--- config.mk ---
export PLATFORM = sky130hd
export DESIGN_NAME = calc_sequencer_flat
export DESIGN_NICKNAME = d
export VERILOG_FILES = /design/src/rtl/calc_sequencer_if.sv /design/src/rtl/calc_sequencer.sv /design/src/flat_wrapper.sv
export SDC_FILE = /design/constraint.sdc
export NUM_CORES = 1
export LEC_CHECK = 0
export BUFFER_PORTS_ARGS = -buffer_cell sky130_fd_sc_hd__buf_2
export CORE_AREA = 3 3 56 84
export DETAILED_ROUTE_END_ITERATION = 7
export DIE_AREA = 0 0 59 87
export HOLD_SLACK_MARGIN = 0.08
export REMOVE_ABC_BUFFERS = 1
export SLEW_MARGIN = 10
export SYNTH_ARGS = -nofsm -noshare
export SYNTH_HDL_FRONTEND = slang
export SYNTH_SLANG_ARGS = --single-unit
--- constraint.sdc ---
create_clock -name clk -period 2.6 [get_ports clk]
set_input_delay 0.39 -clock clk [delete_from_list [all_inputs] [get_ports clk]]
set_output_delay 0.39 -clock clk [all_outputs]
set_load 0.01 [all_outputs]
--- src/rtl/calc_sequencer_if.sv ---
// Signal bundle between the calculator sequencer and its environment:
// buttons/switches in, ALU handshake out/in, and display/status outputs.
interface calc_sequencer_if #(
    parameter int unsigned DATA_W = 4,
    parameter int unsigned RES_W  = 8
);
    logic [3:0]        btn_i;
    logic [7:0]        sw_i;
    logic              alu_busy_i;
    logic [RES_W-1:0]  alu_res_i;
    logic [DATA_W-1:0] alu_a_o;
    logic [DATA_W-1:0] alu_b_o;
    logic [3:0]        alu_op_o;
    logic              alu_start_o;
    logic [15:0]       seg_num_o;
    logic              led_o;
    logic              err_o;

    // The sequencer drives the ALU and display side.
    modport master (
        input  btn_i, sw_i, alu_busy_i, alu_res_i,
        output alu_a_o, alu_b_o, alu_op_o, alu_start_o, seg_num_o, led_o, err_o
    );

    modport slave (
        output btn_i, sw_i, alu_busy_i, alu_res_i,
        input  alu_a_o, alu_b_o, alu_op_o, alu_start_o, seg_num_o, led_o, err_o
    );
endinterface

--- src/rtl/calc_sequencer.sv ---
// Sequencing controller for the multi-cycle calculator ALU: operand/op capture,
// start pulse, busy wait with timeout, result latch and display value.
module calc_sequencer #(
    parameter int unsigned DATA_W   = 4,
    parameter int unsigned RES_W    = 8,
    parameter int unsigned OP_COUNT = 8,
    parameter int unsigned TIMEOUT  = 255
) (
    input logic            clk,
    input logic            rst,
    calc_sequencer_if.master bus
);

    localparam int unsigned OpW  = $clog2(OP_COUNT);
    localparam int unsigned CntW = $clog2(TIMEOUT + 1);
    localparam logic [OpW-1:0]  OpMax  = OpW'(OP_COUNT - 1);
    localparam logic [CntW-1:0] CntMax = CntW'(TIMEOUT);

    typedef enum logic [2:0] {
        StIdle, StIssue, StWait, StRun, StDone, StErr
    } state_e;

    state_e            state_q, state_d;
    logic [DATA_W-1:0] a_q, a_d;
    logic [DATA_W-1:0] b_q, b_d;
    logic [OpW-1:0]    op_q, op_d;
    logic [RES_W-1:0]  res_q, res_d;
    logic              wait_q, wait_d;
    logic [CntW-1:0]   cnt_q, cnt_d;
    logic [3:0]        op_ext;
    logic [15:0]       seg;
    logic              unused_sw;

    assign unused_sw = ^bus.sw_i[7:DATA_W];

    always_ff @(posedge clk) begin
        if (!rst) begin
            state_q <= StIdle;
            a_q     <= '0;
            b_q     <= '0;
            op_q    <= '0;
            res_q   <= '0;
            wait_q  <= 1'b0;
            cnt_q   <= '0;
        end else begin
            state_q <= state_d;
            a_q     <= a_d;
            b_q     <= b_d;
            op_q    <= op_d;
            res_q   <= res_d;
            wait_q  <= wait_d;
            cnt_q   <= cnt_d;
        end
    end

    always_comb begin
        state_d = state_q;
        a_d     = a_q;
        b_d     = b_q;
        op_d    = op_q;
        res_d   = res_q;
        wait_d  = wait_q;
        cnt_d   = cnt_q;
        unique case (state_q)
            StIdle, StDone: begin
                // Execute wins over any load/op press in the same cycle.
                if (bus.btn_i[3]) begin
                    state_d = StIssue;
                end else begin
                    if (bus.btn_i[0]) a_d = bus.sw_i[DATA_W-1:0];
                    if (bus.btn_i[1]) b_d = bus.sw_i[DATA_W-1:0];
                    if (bus.btn_i[2]) op_d = (op_q == OpMax) ? '0 : op_q + 1'b1;
                    if (state_q == StDone && |bus.btn_i[2:0]) state_d = StIdle;
                end
            end
            StIssue: begin
                state_d = StWait;
                wait_d  = 1'b0;
            end
            StWait: begin
                if (bus.alu_busy_i) begin
                    state_d = StRun;
                    cnt_d   = '0;
                end else if (wait_q) begin
                    // Busy never rose: treat as a single-cycle ALU.
                    res_d   = bus.alu_res_i;
                    state_d = StDone;
                end else begin
                    wait_d = 1'b1;
                end
            end
            StRun: begin
                if (!bus.alu_busy_i) begin
                    res_d   = bus.alu_res_i;
                    state_d = StDone;
                end else if (cnt_q == CntMax) begin
                    state_d = StErr;
                end else begin
                    cnt_d = cnt_q + 1'b1;
                end
            end
            StErr: begin
                if (|bus.btn_i) state_d = StIdle;
            end
            default: state_d = StIdle;
        endcase
    end

    assign op_ext = 4'(op_q);

    always_comb begin
        seg = 16'h0000;
        unique case (state_q)
            StIdle, StIssue, StWait, StRun: seg = 16'({a_q, b_q, op_ext, 4'h0});
            StDone:                         seg = {4'h0, op_ext, res_q[7:0]};
            StErr:                          seg = 16'hEEEE;
            default:                        seg = 16'h0000;
        endcase
    end

    assign bus.alu_a_o     = a_q;
    assign bus.alu_b_o     = b_q;
    assign bus.alu_op_o    = op_ext;
    assign bus.alu_start_o = (state_q == StIssue);
    assign bus.led_o       = (state_q == StIssue) || (state_q == StWait) || (state_q == StRun);
    assign bus.err_o       = (state_q == StErr);
    assign bus.seg_num_o   = seg;

endmodule

--- src/flat_wrapper.sv ---
// flat-port wrapper written by rule: the top's interface ports become plain ports
module calc_sequencer_flat 
#(
    parameter int unsigned DATA_W   = 4,
    parameter int unsigned RES_W    = 8,
    parameter int unsigned OP_COUNT = 8,
    parameter int unsigned TIMEOUT  = 255
)
  (clk, rst, bus_btn_i, bus_sw_i, bus_alu_busy_i, bus_alu_res_i, bus_alu_a_o, bus_alu_b_o, bus_alu_op_o, bus_alu_start_o, bus_seg_num_o, bus_led_o, bus_err_o);
  calc_sequencer_if #(.DATA_W(DATA_W), .RES_W(RES_W)) bus_i ();
  input logic clk;
  input logic rst;
  input wire logic [$bits(bus_i.btn_i)-1:0] bus_btn_i;
  input wire logic [$bits(bus_i.sw_i)-1:0] bus_sw_i;
  input wire logic [$bits(bus_i.alu_busy_i)-1:0] bus_alu_busy_i;
  input wire logic [$bits(bus_i.alu_res_i)-1:0] bus_alu_res_i;
  output wire logic [$bits(bus_i.alu_a_o)-1:0] bus_alu_a_o;
  output wire logic [$bits(bus_i.alu_b_o)-1:0] bus_alu_b_o;
  output wire logic [$bits(bus_i.alu_op_o)-1:0] bus_alu_op_o;
  output wire logic [$bits(bus_i.alu_start_o)-1:0] bus_alu_start_o;
  output wire logic [$bits(bus_i.seg_num_o)-1:0] bus_seg_num_o;
  output wire logic [$bits(bus_i.led_o)-1:0] bus_led_o;
  output wire logic [$bits(bus_i.err_o)-1:0] bus_err_o;
  assign bus_i.btn_i = bus_btn_i;
  assign bus_i.sw_i = bus_sw_i;
  assign bus_i.alu_busy_i = bus_alu_busy_i;
  assign bus_i.alu_res_i = bus_alu_res_i;
  assign bus_alu_a_o = bus_i.alu_a_o;
  assign bus_alu_b_o = bus_i.alu_b_o;
  assign bus_alu_op_o = bus_i.alu_op_o;
  assign bus_alu_start_o = bus_i.alu_start_o;
  assign bus_seg_num_o = bus_i.seg_num_o;
  assign bus_led_o = bus_i.led_o;
  assign bus_err_o = bus_i.err_o;
  calc_sequencer #(.DATA_W(DATA_W), .RES_W(RES_W), .OP_COUNT(OP_COUNT), .TIMEOUT(TIMEOUT)) u_core (.clk(clk), .rst(rst), .bus(bus_i));
endmodule
Word level (Yosys, flattened, before mapping):

Index checks and enable logic that the tools add are counted.

* $add $sub $neg: 2
* bitwise logic cells: 1
* eq/ne operators: 17
* muxes and demuxes: 20
* reductions and logical operators: 17

Operators with widths (count)
* two-way mux 8 bit: 6
* one-hot mux 16 bit (3 select lines): 1
* one-hot mux 8 bit (2 select lines): 2
* two-way mux 3 bit: 8
* one-hot mux 3 bit (5 select lines): 1
* AND reduction 4 bit: 3
* inequality test 2 bit, second input constant: 5
* == test 3 bit, second input constant: 3
* inequality test 3 x 2 -> 1 bit, second input constant: 3
* AND reduction 3 bit: 3
* adder 8 x 1 -> 8 bit, second input constant: 1
* == test 8 bit, second input constant: 1
* OR reduction 4 bit: 2
* == test 3 x 2 -> 1 bit, second input constant: 2
* inequality test 2 x 1 -> 1 bit, second input constant: 2
* nonzero test 2 bit: 2
* adder 3 x 1 -> 3 bit, second input constant: 1
* == test 3 x 1 -> 1 bit, second input constant: 1
* zero test 3 bit: 1
* OR reduction 3 bit: 1
* logical OR 1 bit: 2
* one-hot mux 1 bit (2 select lines): 1
* AND reduction 2 bit: 1
* OR reduction 2 bit: 1
* other kinds (3): 3

* register bits after elaboration: 31
* word-level logic and storage cells: 64
* output and inout port bits: 31
* bits of input ports: 23

Depth between registers and ports, before layout:

* word-level depth: 5
* gate-level depth with buffers: 6
* gate-level depth less buffers: 5

Least setup slack after synthesis:

OpenSTA, ideal clock, no wires.

* path kind: reg2out
* start point: register u_core.state_q[2]
* end point: output bus_seg_num_o[10]
* slack: 1.106 ns
* required time: 2.210 ns
* data arrival time: 1.104 ns
* path buffers: 2
* stages on the path, launching flop included: 4
* cells stage by stage: dfxtp_1 > buf_2 > clkbuf_1 > mux2_2

* cells in the longest elaborated chain, start to end: 3
* elaborated cells on any way between the ends: 8
* classes of those cells: eq/ne: 5; mux: 1; reduce/logical: 2

RTL lines
* start, declared: line calc_sequencer.sv:23 `state_e state_q, state_d;`
* start signal, assigned: line calc_sequencer.sv:38 `state_q <= StIdle;`
* start signal, assigned: line calc_sequencer.sv:46 `state_q <= state_d;`
* == test 3 x 1 -> 1 bit (tied with other cells): line calc_sequencer.sv:113 `unique case (state_q)`
* OR reduction 4 bit: line calc_sequencer.sv:113
* one-hot mux 16 bit (3 select lines) *: line calc_sequencer.sv:113
* end, declared: line flat_wrapper.sv:21 `output wire logic [$bits(bus_i.seg_num_o)-1:0] bus_seg_num_o;`

Mark *: on every way between the ends. The rest lies on a longest branch, timed or not.

Final worst setup path:

* start point: register u_core.state_q[2]
* end point: output bus_seg_num_o[13]

Same word-level chain as after synthesis.

==> impl_metrics.toml <==
[route]
drc = 0
via_count = 1551
dr.pass1.iters = 4
wl_mm = 4.08
vias_per_cell = 5.29
avgRoutedWirePerCell_um = 13.9
drt_iter0_markers = 35
drtAntennaViolNets = 0

[setup_path]
cp_num_buf_inv = 1
max_stage_delay_ps = 880
cp_max_fo = 27
path_delay_family = "flip-flops"
r2r-end = "u_core.cnt_q[3]"
cp.depth = 3
crit_path_cell_trace = "nand2_1 > o21ai_0 > buf_2"
r2r_start = "u_core.state_q[1]"
crit_path_end = "bus_seg_num_o[13]"
r2r_setup_slack_ps = 670
r2r_cells = 4
end_kind = "primary output"
worstPathRequired_ps = 2210
arrival_ps = 1740
critPathLaunch = "u_core.state_q[2]"
cp-start-kind = "flip-flop"
slowest_stage = "dfxtp_1"
critPathKind = "flip-flop to primary output"

[power]
powerDensity_nw_per_um2 = 527
vdd_drop_max_mv = 0.426
p_total_mw = 1.03
power.leakage_nw = 0.859

[synthesis]
synth_adder_area_share_pct = 2.31
yosysWarnings = 0
synth_largest_area_cell = "dfxtp_1"
syn_avg_cell_area_um2 = 7.95
netlist-cell-type-count = 41
synth_compound_area_share_pct = 15.3
netlist_top_cells_area = "dfxtp_1 (38%), nor2_1 (9.7%), mux2i_1 (6.8%)"
syn_area_um2 = 1620
synthCells = 204
synth-xor-area-share_pct = 0
synth_top_cell_area_share_pct = 38.3
postSynth.asyncResetShare_pct = 0
seq_area_frac_synth_pct = 38.3
synth-simple-area-share_pct = 28.2
synth_top_family_by_area = "simple AND/OR/NAND/NOR gates"
synth_edf_count = 0
muxShareOfSynthArea_pct = 9.57
synth-seq-cells = 31
synth_flop_cell = "dfxtp_1"

[sta]
fmax_ghz = 0.471
finalSetupViolCount = 0
rsz0062_at_grt = "no"
slew_violations = 0
layout_min_cycle_time_ps = 2130
finalHoldViolCount = 0
setup_tns_ps = 0
period_share_pct = 81.7
tightest_slew_ps = 861
worst_slack_ps = 475
clock_skew_ps = 4.54
relSlewSlack_pct = 42.5

[worst_hold_path]
hold_path_class = "primary input to flip-flop"
hold-path-cell-count = 3
hold_start = "bus_alu_res_i[1]"

[grt]
antenna_found_initial = 0
grt_pass1_wl_mm = 6.94
track_usage_pct = 17.7
overflow = 0
grt_max_degree = 29
grt_pass1_vias = 1521

[clock_network]
cts-resized-gates = 0
cts_hold_buf = 0
cts_setup_buffers = 0
clock_path_buffers = 2
cts_root_buf = "clkbuf_8"
clk_latency_ps = 280
clk_pin_slew_ps = 60
cts_tree = "built"
cts.sinks = 31
htree_levels = 2
cts_buffers = 5

[floorplanning]
die_height_um = 87
placement_rows = 28
initial_core_util_pct = 40.6
die_area_um2 = 5130
die_w_um = 59
pin_count = 54
core_area_um2 = 3990

[status]
status = "finished clean"

[layout]
fin_area_um2 = 1950
fin_nets = 275
num_antenna_cells = 0
area_delta_synth_final_pct = 20.4
drive_above_1_share_pct = 27.4

[placement]
place_congestion = 0.708
port_buffers = 48
dpl-instance-area_um2 = 1880
dp_hpwl_mm = 2.94
place_ws_ps = 673

[run]
cap_violations = 0
==> cell usage in the layout (no fill, tap or decap), types with 4 or more instances in the layout <==
| cell | instances |
|---|---|
| a21oi_1 | 17 |
| buf_2 | 48 |
| clkbuf_8 | 5 |
| dfxtp_1 | 31 |
| inv_1 | 9 |
| mux2_2 | 4 |
| mux2i_1 | 11 |
| nand2_1 | 11 |
| nand3_1 | 10 |
| nor2_1 | 42 |
| nor3_1 | 4 |
| o21ai_0 | 12 |
==> registers in the layout, indices dropped and copies added (netlist names) <==
signal,cells
u_core.bus.alu_a_o,4
u_core.cnt_q,8
u_core.op_q,3
u_core.state_q,3
u_core.bus.alu_b_o,4
u_core.res_q,8
u_core.wait_q,1
==> per-stage QoR <==
stage                     hold WS [ps]  instances  util [%]
after global routing               348        293      48.9
after global placement             467        287      47.1
after detailed placement           477        287      47.1
after floorplan                    452        191         -
after CTS                          348        293      48.9
final                              349        293      48.9
==> kinds of logic (layout without fill, tap and decap cells) <==
| kind of cell | after synthesis | in the layout |
|---|---|---|
| buffers and inverters | 23 | 67 |
| adder cells (fa/ha/maj) | 3 | 3 |
| flip-flops | 31 | 31 |
| AO/OA/AOI/OAI | 41 | 41 |
| multiplexers | 15 | 15 |
| other | 1 | 1 |
| AND/OR/NAND/NOR | 90 | 90 |
==> routing by layer <==
metal | part of all wire (%) | global-route usage [%] | routed length (µm)
met1 | 40 | 20.5 | 1640
met2 | 53 | 30.7 | 2160
met3 | 4.7 | 4.01 | 192
met4 | 1.9 | 7.42 | 76
met5 | 0 | 0 | 0
==> cells in the mapped netlist (2+ instances only) <==
cell       n
nand2b_1   2
mux2_2     4
buf_2      4
inv_1      9
nand3_1   10
o221a_2    2
nand4_1    2
dfxtp_1   31
nand3b_1   3
and3_1     2
a31oi_1    3
nand2_1   11
o21ai_0   12
buf_1      3
nor2_1    42
nor3_1     4
nor3_4     2
or3_1      2
mux2i_1   11
buf_4      2
a21oi_1   17
clkbuf_1   4
ha_1       3
nor2b_1    2
==> worst min-delay path by stage <==
stage / end / slack (ps)
2_1_floorplan: u_core.res_q[0] / 450
3_3_place_gp: u_core.res_q[0] / 470
3_5_place_dp: u_core.res_q[0] / 480
4_1_cts: u_core.res_q[5] / 350
5_1_grt: u_core.bus.alu_a_o[3] / 350
6_report: u_core.res_q[1] / 350
==> report_power, final <==
part	leakage, nW	internal (mW)	switching (mW)
Clock	0.0371	0.178	0.167
Sequential	0.251	0.491	0.0243
Combinational	0.571	0.0708	0.0980
Total	0.859	0.739	0.289
==> worst register-to-register path: stages (launching register included) <==
cell      delay [ps]
dfxtp_1          770
and3b_2          340
o31ai_2          120
or3_1            360
a221oi_1         250
==> area by class of cell <==
class	count	area (µm²)
clock buffer	6	72.6
inverter	10	37.5
fill	425	2040
timing repair buffer	51	263
sequential	31	621
tap	45	56.3
multi-input combinational	150	902
No activity file was read; power rests on OpenSTA's default activity.
